<file path="src/rtl/uart_tx_arbiter_if.sv">
// Stream bundle between two packet requesters, the arbiter and the UART TX.
// Signal directions and suffixes are named from the arbiter's point of view.
interface uart_tx_arbiter_if #(
    parameter int unsigned WIDTH_P = 8
);
    logic               s0_valid_i;
    logic               s0_last_i;
    logic [WIDTH_P-1:0] s0_data_i;
    logic               s0_ready_o;

    logic               s1_valid_i;
    logic               s1_last_i;
    logic [WIDTH_P-1:0] s1_data_i;
    logic               s1_ready_o;

    logic               m_valid_o;
    logic               m_last_o;
    logic [WIDTH_P-1:0] m_data_o;
    logic               m_ready_i;

    // Arbiter side
    modport slave (
        input  s0_valid_i, s0_last_i, s0_data_i,
        output s0_ready_o,
        input  s1_valid_i, s1_last_i, s1_data_i,
        output s1_ready_o,
        output m_valid_o, m_last_o, m_data_o,
        input  m_ready_i
    );

    // Requester / UART TX side
    modport master (
        output s0_valid_i, s0_last_i, s0_data_i,
        input  s0_ready_o,
        output s1_valid_i, s1_last_i, s1_data_i,
        input  s1_ready_o,
        input  m_valid_o, m_last_o, m_data_o,
        output m_ready_i
    );
endinterface

</file>
<file path="src/rtl/uart_tx_arbiter.sv">
// Round-robin packet arbiter sharing one UART TX stream between two requesters.
// Define UART_TX_ARB_HEADER_EN to prefix each packet with a source header byte.
module uart_tx_arbiter #(
    parameter int unsigned         WIDTH_P    = 8,
    parameter logic [WIDTH_P-1:0]  HDR_BASE_P = WIDTH_P'(8'hA0)
) (
    input  logic                   clk_i,
    input  logic                   reset_i,
    uart_tx_arbiter_if.slave       bus,
    output logic [1:0]             grant_o,
    output logic                   busy_o
);

`ifdef UART_TX_ARB_HEADER_EN
    typedef enum logic [1:0] {
        IDLE = 2'd0,
        HDR  = 2'd1,
        PASS = 2'd2
    } state_e;
`else
    typedef enum logic [0:0] {
        IDLE = 1'b0,
        PASS = 1'b1
    } state_e;
`endif

    state_e       state_q, state_d;
    logic [1:0]   grant_q, grant_d;
    logic         busy_q, busy_d;
    logic         last_grant_q, last_grant_d;

    logic               sel;
    logic               pick;
    logic               m_valid;
    logic               m_last;
    logic [WIDTH_P-1:0] m_data;
    logic               s0_ready;
    logic               s1_ready;

    // grant_q is one-hot while busy, so bit 1 doubles as the source index
    assign sel = grant_q[1];

    always_ff @(posedge clk_i or posedge reset_i) begin
        if (reset_i) begin
            state_q      <= IDLE;
            grant_q      <= '0;
            busy_q       <= 1'b0;
            last_grant_q <= 1'b1;
        end else begin
            state_q      <= state_d;
            grant_q      <= grant_d;
            busy_q       <= busy_d;
            last_grant_q <= last_grant_d;
        end
    end

    always_comb begin
        state_d      = state_q;
        grant_d      = grant_q;
        busy_d       = busy_q;
        last_grant_d = last_grant_q;
        pick         = 1'b0;
        m_valid      = 1'b0;
        m_last       = 1'b0;
        m_data       = '0;
        s0_ready     = 1'b0;
        s1_ready     = 1'b0;

        case (state_q)
            IDLE: begin
                if (bus.s0_valid_i || bus.s1_valid_i) begin
                    // On a tie the requester not served last wins
                    pick = (bus.s0_valid_i && bus.s1_valid_i) ? ~last_grant_q
                                                              : bus.s1_valid_i;
                    grant_d      = pick ? 2'b10 : 2'b01;
                    busy_d       = 1'b1;
                    last_grant_d = pick;
`ifdef UART_TX_ARB_HEADER_EN
                    state_d      = HDR;
`else
                    state_d      = PASS;
`endif
                end
            end

`ifdef UART_TX_ARB_HEADER_EN
            HDR: begin
                m_valid = 1'b1;
                m_data  = HDR_BASE_P + WIDTH_P'(sel);
                if (bus.m_ready_i) begin
                    state_d = PASS;
                end
            end
`endif

            PASS: begin
                m_valid  = sel ? bus.s1_valid_i : bus.s0_valid_i;
                m_last   = sel ? bus.s1_last_i  : bus.s0_last_i;
                m_data   = sel ? bus.s1_data_i  : bus.s0_data_i;
                s0_ready = ~sel & bus.m_ready_i;
                s1_ready =  sel & bus.m_ready_i;
                if (m_valid && bus.m_ready_i && m_last) begin
                    state_d = IDLE;
                    grant_d = '0;
                    busy_d  = 1'b0;
                end
            end

            default: begin
                state_d = IDLE;
                grant_d = '0;
                busy_d  = 1'b0;
            end
        endcase
    end

    assign bus.m_valid_o  = m_valid;
    assign bus.m_last_o   = m_last;
    assign bus.m_data_o   = m_data;
    assign bus.s0_ready_o = s0_ready;
    assign bus.s1_ready_o = s1_ready;
    assign grant_o        = grant_q;
    assign busy_o         = busy_q;

endmodule

</file>
<file path="src/flat_wrapper.sv">
// flat-port wrapper written by rule: the top's interface ports become plain ports
module uart_tx_arbiter_flat 
#(
    parameter int unsigned         WIDTH_P    = 8,
    parameter logic [WIDTH_P-1:0]  HDR_BASE_P = WIDTH_P'(8'hA0)
)
  (clk_i, reset_i, grant_o, busy_o, bus_s0_valid_i, bus_s0_last_i, bus_s0_data_i, bus_s0_ready_o, bus_s1_valid_i, bus_s1_last_i, bus_s1_data_i, bus_s1_ready_o, bus_m_valid_o, bus_m_last_o, bus_m_data_o, bus_m_ready_i);
  uart_tx_arbiter_if #(.WIDTH_P(WIDTH_P)) bus_i ();
  input  logic clk_i;
  input  logic reset_i;
  output logic [1:0] grant_o;
  output logic busy_o;
  input wire logic [$bits(bus_i.s0_valid_i)-1:0] bus_s0_valid_i;
  input wire logic [$bits(bus_i.s0_last_i)-1:0] bus_s0_last_i;
  input wire logic [$bits(bus_i.s0_data_i)-1:0] bus_s0_data_i;
  output wire logic [$bits(bus_i.s0_ready_o)-1:0] bus_s0_ready_o;
  input wire logic [$bits(bus_i.s1_valid_i)-1:0] bus_s1_valid_i;
  input wire logic [$bits(bus_i.s1_last_i)-1:0] bus_s1_last_i;
  input wire logic [$bits(bus_i.s1_data_i)-1:0] bus_s1_data_i;
  output wire logic [$bits(bus_i.s1_ready_o)-1:0] bus_s1_ready_o;
  output wire logic [$bits(bus_i.m_valid_o)-1:0] bus_m_valid_o;
  output wire logic [$bits(bus_i.m_last_o)-1:0] bus_m_last_o;
  output wire logic [$bits(bus_i.m_data_o)-1:0] bus_m_data_o;
  input wire logic [$bits(bus_i.m_ready_i)-1:0] bus_m_ready_i;
  assign bus_i.s0_valid_i = bus_s0_valid_i;
  assign bus_i.s0_last_i = bus_s0_last_i;
  assign bus_i.s0_data_i = bus_s0_data_i;
  assign bus_s0_ready_o = bus_i.s0_ready_o;
  assign bus_i.s1_valid_i = bus_s1_valid_i;
  assign bus_i.s1_last_i = bus_s1_last_i;
  assign bus_i.s1_data_i = bus_s1_data_i;
  assign bus_s1_ready_o = bus_i.s1_ready_o;
  assign bus_m_valid_o = bus_i.m_valid_o;
  assign bus_m_last_o = bus_i.m_last_o;
  assign bus_m_data_o = bus_i.m_data_o;
  assign bus_i.m_ready_i = bus_m_ready_i;
  uart_tx_arbiter #(.WIDTH_P(WIDTH_P), .HDR_BASE_P(HDR_BASE_P)) u_core (.clk_i(clk_i), .reset_i(reset_i), .bus(bus_i), .grant_o(grant_o), .busy_o(busy_o));
endmodule
</file>
<file path="config.mk">
export PLATFORM = sky130hd
export DESIGN_NAME = uart_tx_arbiter_flat
export DESIGN_NICKNAME = d
export VERILOG_FILES = /design/src/rtl/uart_tx_arbiter_if.sv /design/src/rtl/uart_tx_arbiter.sv /design/src/flat_wrapper.sv
export SDC_FILE = /design/constraint.sdc
export NUM_CORES = 1
export LEC_CHECK = 0
export CAP_MARGIN = 20
export CORE_ASPECT_RATIO = 0.9
export CORE_MARGIN = 10
export CORE_UTILIZATION = 29
export CTS_BUF_LIST = sky130_fd_sc_hd__clkbuf_16
export DETAILED_ROUTE_END_ITERATION = 12
export MAX_ROUTING_LAYER = met4
export PLACE_DENSITY = 0.76
export REMOVE_ABC_BUFFERS = 1
export SYNTH_ARGS = -nofsm -noshare
export SYNTH_HDL_FRONTEND = slang
export SYNTH_SLANG_ARGS = --single-unit
export TNS_END_PERCENT = 50
</file>
<file path="constraint.sdc">
create_clock -name clk_i -period 1.35 [get_ports clk_i]
set_input_delay 0.3375 -clock clk_i [delete_from_list [all_inputs] [get_ports clk_i]]
set_output_delay 0.3375 -clock clk_i [all_outputs]
set_load 0.005 [all_outputs]
</file>
==> impl_metrics.json <==
{
  "status": "finished with violations",
  "failed_checks": "setup timing",
  "syn_inst": 43,
  "nNetsFinal": 121,
  "cp.buffers_inverters": 2,
  "start_util": 0.323,
  "grt_pass1_wl_um": 2670,
  "clock-sinks": 5,
  "yosysWarnings": 0,
  "rsz0062_at_grt": "true",
  "finalCritPeriodShare": 1.21,
  "start_kind": "flop",
  "num_io_pins": 38,
  "slew_violations": 0,
  "grt_pass1_vias": 533,
  "antenna_cells": 0,
  "htree_levels": 1,
  "synth.distinct_cells": 20,
  "critPathMaxStageDelay_ps": 410,
  "regToRegSetupSlack_ps": -140,
  "skew_ps": 1.17,
  "crit_chain": "buf_6 > mux2i_4 > and2b_1 > buf_2",
  "cp_max_fo": 3,
  "dp_slack_ps": -603,
  "setup_viol": 16,
  "final_layout_size_suffix_gt1_frac": 0.381,
  "final_core_util": 0.748,
  "grt_antenna_before_repair": 0,
  "holdWs_ps": 344,
  "drt-total-wl_um": 1890,
  "track_usage": 0.108,
  "firstDrtPassIters": 4,
  "viasPerCell": 4.76,
  "seq_area_um2": 128,
  "cp-end-kind": "output pin",
  "cts_buffer_depth": 2,
  "die_area_mm2": 0.00338,
  "port_buffers": 37,
  "internal_power_mw": 1.26,
  "drv_cap": 0,
  "die_h_um": 56.2,
  "max_freq_mhz": 611,
  "synth.avg_cell_area_um2": 9.81,
  "clock_power_share": 0.269,
  "seq_power_share": 0.166,
  "drt_iter0_drc": 6,
  "root_buffer": "clkbuf_16",
  "r2r_start": "u_core.grant_o[1]$_DFFE_PP0P_",
  "maxSlewHeadroom": 0.777,
  "cts_hold_buf": 0,
  "cts_tree": "built",
  "worst_pin_slew_ps": 333,
  "final_common_cell": "clkdlybuf4s50_1",
  "core-area_mm2": 0.00131,
  "netlist_area_um2": 422,
  "fp-row-count": 12,
  "synth_seq_cells": 5,
  "vias": 528,
  "p_leak_nw": 0.450,
  "critical_path.top_delay_family": "flip-flops",
  "syn2layout_area_growth_pct": 132,
  "p_per_area_mw_per_mm2": 1820,
  "critPathArrivalTime_ps": 1300,
  "drtAntennaViolNets": 0,
  "hold_viol": 0,
  "wl_per_cell_um": 17.0,
  "hp-class": "primary input to asynchronous set/reset pin",
  "drcViolationCount": 0,
  "critical_path_class": "flop to output pin",
  "dp_hpwl_um": 1370,
  "multi_input_area_um2": 288,
  "clock_latency_ps": 230,
  "fillers": 98,
  "worstReg2RegEnd": "u_core.grant_o[1]$_DFFE_PP0P_",
  "worst_setup_hold_path_clk_slew_ps": 30,
  "grt_max_degree": 15,
  "vdd_ir_drop_max_v": 0.00110,
  "crit_start": "u_core.grant_o[1]$_DFFE_PP0P_",
  "cts_made_buffers": 3,
  "worst_slack_ps": -287,
  "die_x_um": 60.2,
  "worst_path_max_delay_cell": "dfrtp_1",
  "gp_congestion": 0.838,
  "rr_worst_depth": 5,
  "layout_common_cells": "19 x clkdlybuf4s50_1, 10 x nor2b_1, 9 x buf_2, 9 x buf_4, 8 x mux2i_1",
  "switching_share": 0.291,
  "overflow": 0,
  "ys_seq_area_frac": 0.300,
  "final.min_clock_period_ps": 1640,
  "combPwrFrac": 0.566,
  "crit_required_ps": 1010,
  "p_switching_mw": 0.517
}
==> sequential cells by signal (all words and copies together) (netlist names) <==
register,count
u_core.busy_o,1
u_core.grant_o,2
u_core.state_q,1
u_core.last_grant_q,1
==> routing by layer <==
metal | track usage | up-vias | share of wire
met1 | 0.108 | 241 | 0.40
met3 | 0.0342 | 2 | 0.061
li1 | - | 259 | -
met2 | 0.177 | 26 | 0.53
met5 | - | - | 0
met4 | 0.0573 | 0 | 0.014
==> worst register-to-register path, delay by kind of cell (launching register included) <==
kind | cells | cell delay (ps)
simple gates | 1 | 240
compound gates | 1 | 270
buf+inv | 2 | 290
flops | 1 | 420
mux | 1 | 150
==> logic make-up after synthesis <==
logic type      count (synthesis)  share of synthesized area
mux                            10                      0.237
flops                           5                      0.300
buf+inv                         5                     0.0564
compound gates                  7                      0.134
simple gates                   16                      0.273
==> power groups by stage <==
stage               sequential, mW  clock, mW  combinational, mW
detailed placement           0.296          0              0.911
floorplan                    0.336          0              0.303
CTS                          0.291      0.484              0.978
global placement             0.289          0              0.898
global route                 0.307      0.499               1.09
finish                       0.294      0.477               1.00
==> synthesized netlist by cell type <==
cell type	number	area [µm²]
a21boi_1	1	7.51
a31o_1	1	8.76
clkbuf_1	1	3.75
nor2_1	1	3.75
nand2_1	2	7.51
dfrtp_1	4	100
o21bai_1	1	7.51
buf_2	1	5.00
and3_1	1	6.26
dfstp_2	1	26.3
a21oi_1	1	5.00
nor2b_1	10	62.6
buf_4	1	7.51
and2b_1	1	7.51
inv_1	2	7.51
a32o_1	1	10.0
nand4bb_4	1	27.5
o22a_1	1	8.76
mux2i_1	10	100
o31a_1	1	8.76
==> how the worst max path moves through the flow <==
stage | depth (start not counted) | endpoint | slack, ps
floorplan | 2 | bus_m_valid_o | -90
global placement | 4 | bus_m_valid_o | -600
detailed placement | 4 | bus_m_valid_o | -600
CTS | 4 | bus_m_valid_o | -290
global route | 4 | bus_m_valid_o | -350
finish | 4 | bus_m_valid_o | -290
==> final cells by class <==
type,instances,share of cell area
Multi-Input combinational cell,33,0.294
Tap cell,14,0.0179
Clock buffer,3,0.0768
Inverter,2,0.00768
Sequential cell,5,0.131
Timing Repair Buffer,53,0.469
Clock inverter,1,0.00384
==> metrics by stage <==
| stage | TNS, ps | instance area [µm²] | std cells | power (mW) |
|---|---|---|---|---|
| 6_report | -2520 | 977 | 111 | 1.78 |
| 2_1_floorplan | -201 | 405 | 40 | 0.639 |
| 4_1_cts | -2310 | 971 | 111 | 1.75 |
| 5_1_grt | -3530 | 977 | 111 | 1.89 |
| 3_5_place_dp | -7060 | 868 | 101 | 1.21 |
| 3_3_place_gp | -6760 | 868 | 101 | 1.19 |
==> what timing repair did <==
item,4_1_cts,5_1_grt
setup endpoints to repair,18,17
pin swaps,3,0
gates resized for setup,59,5
endpoints found under the hold margin,0,0
buffers inserted,7,0
No activity file was read; power rests on OpenSTA's default activity.
